===== src/rtl/jpeg_rle_pkg.sv =====
// Constants and state encoding shared by the JPEG run-length encoder and the
// 14-bit symbol decoder, so both ends agree on symbol layout and markers.
package jpeg_rle_pkg;

   localparam int SYM_W = 14;
   localparam int RUN_W = 6;
   localparam int VAL_W = 8;

   localparam logic [SYM_W-1:0] EOB_SYM      = 14'h3FFF;
   localparam logic [SYM_W-1:0] ESC_ZERO_SYM = 14'h3E00;
   // Second half of the escape pair: no preceding zeros, value 0xFF.
   localparam logic [SYM_W-1:0] ESC_TAIL_SYM = 14'h00FF;

   typedef enum logic [1:0] {
      ACCEPT,
      ESC,
      EOB
   } enc_state_e;

endpackage


===== src/rtl/jpeg_rle_encoder_14bit.sv =====
// Run-length encoder: one block of quantized coefficients in, {run, value}
// symbols out, terminated by an EOB marker, with a registered output stage.
module jpeg_rle_encoder_14bit
   import jpeg_rle_pkg::*;
#(
   parameter int BLOCK_LEN = 64
) (
   input  logic              clk,
   input  logic              rst_n,
   input  logic              in_valid,
   output logic              in_ready,
   input  logic [VAL_W-1:0]  in_data,
   output logic              out_valid,
   input  logic              out_ready,
   output logic [SYM_W-1:0]  out_sym,
   output logic              out_last
);

   localparam logic [RUN_W-1:0] LAST_IDX = RUN_W'(BLOCK_LEN - 1);

   enc_state_e       state, state_nxt;
   logic [RUN_W-1:0] idx, idx_nxt;
   logic [RUN_W-1:0] run, run_nxt;
   logic             valid_nxt;
   logic [SYM_W-1:0] sym_nxt;
   logic             last_nxt;
   logic             accept;
   logic             out_xfer;

   assign out_xfer = out_valid && out_ready;
   assign in_ready = rst_n && (state == ACCEPT) && (!out_valid || out_ready);
   assign accept   = in_valid && in_ready;

   always_comb begin
      // NOTE: every output gets a default first so no path can infer a latch.
      state_nxt = state;
      idx_nxt   = idx;
      run_nxt   = run;
      valid_nxt = out_valid && !out_ready;
      sym_nxt   = out_sym;
      last_nxt  = out_last;

      unique case (state)
         ACCEPT: begin
            if (accept) begin
               if (idx == LAST_IDX) begin
                  idx_nxt   = '0;
                  run_nxt   = '0;
                  valid_nxt = 1'b1;
                  last_nxt  = 1'b0;
                  if (in_data == '0) begin
                     sym_nxt  = EOB_SYM;
                     last_nxt = 1'b1;
                  end else if (run == '1 && in_data == '1) begin
                     // {63, 0xFF} would alias the EOB marker; split it in two.
                     sym_nxt   = ESC_ZERO_SYM;
                     state_nxt = ESC;
                  end else begin
                     sym_nxt   = {run, in_data};
                     state_nxt = EOB;
                  end
               end else begin
                  idx_nxt = idx + RUN_W'(1);
                  if (in_data == '0) begin
                     run_nxt = run + RUN_W'(1);
                  end else begin
                     run_nxt   = '0;
                     valid_nxt = 1'b1;
                     sym_nxt   = {run, in_data};
                     last_nxt  = 1'b0;
                  end
               end
            end
         end
         ESC: begin
            if (out_xfer) begin
               valid_nxt = 1'b1;
               sym_nxt   = ESC_TAIL_SYM;
               last_nxt  = 1'b0;
               state_nxt = EOB;
            end
         end
         EOB: begin
            if (out_xfer) begin
               valid_nxt = 1'b1;
               sym_nxt   = EOB_SYM;
               last_nxt  = 1'b1;
               state_nxt = ACCEPT;
               idx_nxt   = '0;
               run_nxt   = '0;
            end
         end
         default: state_nxt = ACCEPT;
      endcase
   end

   // NOTE: state registers use non-blocking assignments so all flops update together.
   always_ff @(posedge clk or negedge rst_n) begin
      if (!rst_n) begin
         state     <= ACCEPT;
         idx       <= '0;
         run       <= '0;
         out_valid <= 1'b0;
         out_sym   <= '0;
         out_last  <= 1'b0;
      end else begin
         state     <= state_nxt;
         idx       <= idx_nxt;
         run       <= run_nxt;
         out_valid <= valid_nxt;
         out_sym   <= sym_nxt;
         out_last  <= last_nxt;
      end
   end

endmodule

===== config.mk =====
export PLATFORM = sky130hd
export DESIGN_NAME = jpeg_rle_encoder_14bit
export DESIGN_NICKNAME = d
export VERILOG_FILES = /design/src/rtl/jpeg_rle_pkg.sv /design/src/rtl/jpeg_rle_encoder_14bit.sv
export SDC_FILE = /design/constraint.sdc
export NUM_CORES = 1
export LEC_CHECK = 0
export CAP_MARGIN = 25
export CELL_PAD_IN_SITES_DETAIL_PLACEMENT = 1
export CELL_PAD_IN_SITES_GLOBAL_PLACEMENT = 1
export CORE_AREA = 2 2 69 71
export CTS_CLUSTER_DIAMETER = 40
export DETAILED_ROUTE_END_ITERATION = 16
export DIE_AREA = 0 0 71 73
export HOLD_SLACK_MARGIN = 0.02
export PLACE_DENSITY_LB_ADDON = 0.1
export SETUP_SLACK_MARGIN = 0.4
export SLEW_MARGIN = 30
export SYNTH_ARGS = -nofsm -noshare
export SYNTH_HDL_FRONTEND = slang
export SYNTH_SLANG_ARGS = --single-unit

===== constraint.sdc =====
create_clock -name clk -period 2.85 [get_ports clk]
set_input_delay 0.57 -clock clk [delete_from_list [all_inputs] [get_ports clk]]
set_output_delay 0.57 -clock clk [all_outputs]
set_load 0.01 [all_outputs]

==> impl_results.md, run 1 <==
* Status: finished, final reports clean
* CTS root buf: clkbuf_8
* Cell Area, Synth at 1715 sq um
* Most frequent cells in the layout: dfrtp_1, clkdlybuf4s50_1, o21ai_0
* Synthesis warning total at 0
* Layout Cells excl Fill at 270
* Endpoint class of the critical path: output port
* # DRC at 0
* Routed vias at 1627
* Die ar. at 5183 sq um
* PortBufs at 28
* Fin crit share at 85.37%
* Post-DP HPWL at 3833 um
* GRT Util Overall at 20.84%
* Pwr/cell area at 933.7 nW/um^2
* Layout Area Growth over Synthesis at 28.81%
* First-pass GRT wire length at 8480 um
* Clock skew at 0.006214 ns
* Total routed wirelength at 4988 um
* LEAKAGE at 0.9590 nW
* Fmax at 0.4110 GHz
* Family with the most delay on the worst path: buffers and inverters
* Chip height at 73 um
* Core footprint at 4536 sq um
* Clock latency on the worst-skew pair at 0.28 ns
* Critical path, cell by cell: clkdlybuf4s50_1 -> nor2b_1 -> nor2_1 -> clkdlybuf4s50_1
* Initial core utilization at 37.82%
* 1st-pass router iterations at 4
* Total Neg Setup Slack at 0 ns
* CP Launch Type: primary input
* Num CTS Buffers at 5
* Most used cell along the critical path: clkdlybuf4s50_1
* Post-layout net count at 233
* Via density at 6.026
* Final min period at 2.433 ns
* Largest net degree at the start of global routing at 30
* Final core occ at 48.72%
* Critical-path top delay cell: clkdlybuf4s50_1
* Synth Register Bits at 30
* WP buf/inv at 2
* Worst min path class: primary input to async pin
* Maximum root-to-sink buffer count at 2
* Antenna violations before repair at 0
* Final setup vio count at 0
* Vias in the first global route at 1694
* Clock-pin slew on the worst setup and hold paths at 0.07 ns
* Critical path class: primary input to output port
* Fillers at 537
* Final Max Tran Viols at 0
* Diode count at 0
* # rows at 25
* DIE WIDTH at 71 um
* Dpl cells at 262
* Synthesized area per cell at 9.477 sq um
* Commonest non-fill, non-tap cell in the layout: dfrtp_1
* Ys flop type: dfrtp_1
* Gp weighted congestion at 0.9173
* Slew @ Worst Pin at 0.5050 ns
* Sequential-to-total area share from yosys stat at 43.76%
* Flop2flop setup slack at 0.64 ns
* CTS tree: built
* WP data required at 2.28 ns
* Max-cap violation count at 0
* Final count of hold timing violations at 0
* Number of flops mapped to enable cells by yosys at 0
* Clk sink count at 30
* WL/cell at 18.47 um
* Critical Path AT at 1.86 ns
* Slew margin rel. at 66.30%
* Layout cell share with drive strength beyond 1 at 11.57%
* Ports at 29
* FFs w/ async S/R, synth at 100.0%
* Worst path max stage delay at 0.56 ns
* Cell variety after synth at 43
* Antenna Nets Post-Route at 0
* Critical Path Fanout Max at 3
* Htree depth at 2
* Synth Net Count at 199
* Total grt overflow at 0
* Worst vdd ir at 0.4753 mV
* Initial DRC count at 114
* Unrepaired setup endpoints after global routing: true
* Synthesized instance count at 181
## per-layer routing
metal	vias to the layer above	routed length (um)	track usage, %
li1	769	-	-
met1	825	2304	27.46
met2	27	2501	35.93
met3	6	129	2.901
met4	0	51	5.870
met5	-	0	0
## area by class of cell
type / instances / area, sq um / share of cell area, %
clock inverter: 3 / 40.04 / 1.812
inverter: 6 / 22.52 / 1.019
tap: 54 / 67.56 / 3.058
sequential: 30 / 750.7 / 33.98
timing repair buffer: 35 / 331.6 / 15.01
multi-input combinational: 137 / 928.4 / 42.02
clock buffer: 5 / 68.82 / 3.114
## worst register-to-register path: cells and delay by family (launching register included)
| kind | cells | cell delay (ns) |
|---|---|---|
| AO/OA/AOI/OAI | 3 | 0.89 |
| adder cells (fa/ha/maj) | 1 | 0.29 |
| buffers and inverters | 1 | 0.11 |
| flip-flops | 1 | 0.39 |
| AND/OR/NAND/NOR | 1 | 0.37 |
## through the flow
step	hold slack, ns	area, sq um	total power [mW]	worst slack (ns)
2_1_floorplan	0.2744	1715	1.192	0.8362
5_1_grt	0.2353	2210	2.212	0.3396
3_5_place_dp	0.5061	2082	1.618	0.2349
6_report	0.2432	2210	2.063	0.4170
3_3_place_gp	0.4857	2082	1.566	0.3141
4_1_cts	0.2343	2192	2.047	0.3428
## cell usage after synthesis, drive strengths merged, types with 3 or more instances
cell type	number	share of area (%)
clkbuf	4	0.88
nor4b	3	1.5
o21ai	21	6.1
a21o	6	2.6
buf	4	1.1
ha	6	4.4
nand2	13	3.0
a31oi	9	3.3
inv	6	1.3
nand3	3	0.88
dfrtp	30	44
a21oi	13	3.8
nor2b	5	1.8
or4	4	1.8
a22o	4	2.0
or3	3	1.1
o2111ai	6	3.1
nor4	5	2.2
nor2	8	1.8
and3	5	1.8
## path summary, 6_finish.rpt
check	startpoint	to	depth (start not counted)
setup / recovery	out_ready	in_ready	4
hold / removal	rst_n	out_valid	1
setup reg to reg	state[0]	out_sym[5]	6
hold reg to reg	out_sym[10]	out_sym[10]	2
max in group asynchronous	rst_n	run[0]	2
min in group clk	out_sym[10]	out_sym[10]	2
## what timing repair did
action,CTS,global route
setup buffers,0,0
setup endpoints to repair,6,3
hold endpoints to repair,0,0
hold buffers,0,0
gates resized for setup,2,4
## kinds of logic after synthesis
kind of cell             count (synthesis)  synth area share [%]
AO/OA/AOI/OAI                           75                 29.61
multiplexers                             3                 1.823
adder cells (fa/ha/maj)                  6                 4.376
buffers and inverters                   14                 3.281
flip-flops                              30                 43.76
AND/OR/NAND/NOR                         53                 17.14
## sequential cells by signal, summed over array words and instances, names as in the netlist
name	cells
idx	6
out_last	1
out_sym	14
out_valid	1
run	6
state	2
## power breakdown
group	switching, mW	total, mW	internal (mW)
clock network	0.168	0.425	0.257
logic	0.544	0.997	0.453
registers	0.0876	0.641	0.554
total	0.799	2.06	1.26
Power figures use the tool's default switching activity.
==> inputs of run 2 (changes only) <==
--- a/config.mk
+++ b/config.mk
@@ -8,10 +8,10 @@
 export CAP_MARGIN = 25
 export CELL_PAD_IN_SITES_DETAIL_PLACEMENT = 1
 export CELL_PAD_IN_SITES_GLOBAL_PLACEMENT = 1
-export CORE_AREA = 2 2 69 71
+export CORE_AREA = 2 2 72 74
 export CTS_CLUSTER_DIAMETER = 40
 export DETAILED_ROUTE_END_ITERATION = 16
-export DIE_AREA = 0 0 71 73
+export DIE_AREA = 0 0 74 76
 export HOLD_SLACK_MARGIN = 0.02
 export PLACE_DENSITY_LB_ADDON = 0.1
 export SETUP_SLACK_MARGIN = 0.4
==> run 2 against run 1 <==
  * Clock-buffer cell count up 2
  * Sequential share of layout area rose by 0.12 points
  * Fmax increased by 7.0%
  * Critical path depth rose by 1
  * First-iteration DRC count fell by 30%
  * Setup slack improved by 0.16 ns
  * Combinational power down 2.7%
  * Largest cell class unchanged
  * Largest power group unchanged
  * Core utilization is 3.9 points lower
  * Power shrank 6.7%
  * Register-to-register slack got worse by 0.05 ns
  * Global-route usage decreased by 0.44 points
  * Design area fell by 0.34%
==> impl_results.md, run 2 (synthesis results as in run 1) <==
* Commonest non-fill, non-tap cell in the layout: dfrtp_1
* Total routed wirelength at 5283 um (+5.9%)
* Clock-pin slew on the worst setup and hold paths at 0.06 ns (about the same)
* Area of placed instances at 2125 sq um (+2.0%)
* Slew @ Worst Pin at 0.5263 ns (+0.02128 ns)
* Clk network pwr share at 16.5% (-4.1 points)
* Total grt overflow at 0 (unchanged)
* Core footprint at 4912 sq um (+8.3%)
* Num CTS Buffers at 5 (unchanged)
* Pwr/cell area at 873.9 nW/um^2 (-6.4%)
* Postcts setup bufs at 0 (unchanged)
* Final setup vio count at 0 (unchanged)
* Hold buffer count at cts at 0 (unchanged)
* Fmax at 0.4399 GHz (+7.0%)
* P_int at 1.158 mW (-8.4%)
* # rows at 26 (+4.0%)
* Setup WS pre-CTS at 0.3098 ns (+0.07492 ns)
* Area occupied by multi-input gates at 910.9 sq um (-1.9%)
* Post-route cell area at 2202 sq um (-0.34%)
* Die ar. at 5624 sq um (+8.5%)
* GRT Util Overall at 20.40% (-0.44 points)
* Largest net degree at the start of global routing at 17 (-43%)
* Antenna violations before repair at 0 (unchanged)
* Worst min path class: register to register
* Critical path class: primary input to register
* CTS tree: built
* Vias in the first global route at 1746 (+3.1%)
* Htree depth at 2 (unchanged)
* Endpoint class of the critical path: register
* Post-DP HPWL at 4029 um (+5.1%)
* Fillers at 573 (+6.7%)
* Final hold slack at 0.5075 ns (+0.2643 ns)
* Regs by FF count: out_sym x14, idx x6, run x6
* Final min period at 2.273 ns (-0.1597 ns)
* CTS root buf: clkbuf_8
* Initial DRC count at 80 (-30%)
* Diode count at 0 (unchanged)
* Routed vias at 1631 (+0.25%)
* Total Neg Setup Slack at 0 ns (unchanged)
* Sequential power share at 33.1% (+2.0 points)
* CP Launch Type: primary input
* Layout Area Growth over Synthesis at 28.37%
* Fin crit share at 79.76% (-5.6 points)
* Critical Path Fanout Max at 4 (+1)
* Gp weighted congestion at 0.8913 (-2.8%)
* # DRC at 0 (unchanged)
* NetSw at 766.5 uW (-4.1%)
* Initial core utilization at 34.92% (-2.9 points)
* Slew margin rel. at 64.79% (-1.5 points)
* Most flops, register: out_sym
* Ports at 29 (unchanged)
* Final core occ at 44.83% (-3.9 points)
* WP data required at 3.07 ns (+0.79 ns)
* DIE WIDTH at 74 um (+4.2%)
* Antenna Nets Post-Route at 0 (unchanged)
* Final count of hold timing violations at 0 (unchanged)
* Comb pwr share at 50.4% (+2.1 points)
* Switching part of the total at 39.83% (+1.1 points)
* Final Max Tran Viols at 0 (unchanged)
* Via density at 5.663 (-6.0%)
* Max-cap violation count at 0 (unchanged)
* Maximum root-to-sink buffer count at 2 (unchanged)
* Most frequent cells in the layout: dfrtp_1, clkdlybuf4s50_1, o21ai_0
* Layout cell share with drive strength beyond 1 at 10.09% (-1.5 points)
* WL/cell at 18.34 um (-0.71%)
* Post-layout net count at 236 (+1.3%)
* Critical Path AT at 2.49 ns (+0.63 ns)
* Largest register FFs at 14 (unchanged)
* Status: finished, final reports clean
* Dpl cells at 281 (+7.3%)
* Layout Cells excl Fill at 288 (+6.7%)
* Unrepaired setup endpoints after global routing: false
* Chip height at 76 um (+4.1%)
* Worst vdd ir at 0.3110 mV (-35%)
* Clk sink count at 30 (unchanged)
* LEAKAGE at 0.9548 nW (-0.43%)
* PortBufs at 28 (unchanged)
* Sequential cell area at 750.7 sq um (unchanged)
* Power, Total at 1.924 mW (-6.7%)
* 1st-pass router iterations at 4 (unchanged)
* First-pass GRT wire length at 8894 um (+4.9%)
* Clock skew at 0.004049 ns (-0.002165 ns)
* Clock latency on the worst-skew pair at 0.28 ns (about the same)
* Final worst slack at 0.5767 ns (+0.1597 ns)
==> run 2: cell count changes in the layout (fill, tap and decap cells not counted), sizes merged <==
cell	previous run	this run
buf	7	10
bufinv	1	0
clkbuf	5	7
clkinv	2	0
==> run 2: worst paths after layout <==
check                       startpoint           to  slack [ns]  cells after the start
max in group asynchronous        rst_n   out_sym[7]        1.92                      2
min in group asynchronous        rst_n     state[0]        0.74                      2
setup / recovery            in_data[6]  out_sym[12]        0.58                      5
setup reg to reg              state[0]       run[0]        0.59                      6
hold reg to reg            out_sym[13]  out_sym[13]        0.51                      2
hold / removal             out_sym[13]  out_sym[13]        0.51                      2
==> run 2: power by group through the flow <==
stage | logic (mW) | registers, mW | clock network, mW
2_1_floorplan | 0.518 | 0.674 | 0
3_3_place_gp | 0.937 | 0.635 | 0
3_5_place_dp | 0.971 | 0.644 | 0
4_1_cts | 0.977 | 0.637 | 0.330
5_1_grt | 1.08 | 0.654 | 0.346
6_report | 0.970 | 0.637 | 0.318
==> run 2: cell type report <==
class | count | share of cell area, %
clock buffers | 7 | 3.466
inverters | 6 | 1.023
multi-input cells | 137 | 41.36
flip-flops and latches | 30 | 34.09
well taps | 70 | 3.977
repair buffers | 38 | 16.08
==> run 2: repair_timing <==
item	CTS	global route
gates resized for setup	1	1
endpoints found under the setup margin	1	10
endpoints found under the hold margin	0	0
==> run 2: critical path, stage by stage <==
cell	delay, ns
clkdlybuf4s50_1	0.48
or4_1	0.62
o41ai_2	0.52
o2111ai_1	0.20
nand2_1	0.10
==> run 2: per-layer routing <==
metal | vias to the layer above | routed length (um) | share of wire [%] | global-route usage, %
met5 | - | 0 | 0 | 0
met4 | 0 | 97 | 1.8 | 6.182
met3 | 10 | 214 | 4.1 | 4.894
met2 | 31 | 2655 | 50 | 33.21
met1 | 817 | 2315 | 44 | 26.48
li1 | 773 | - | - | -
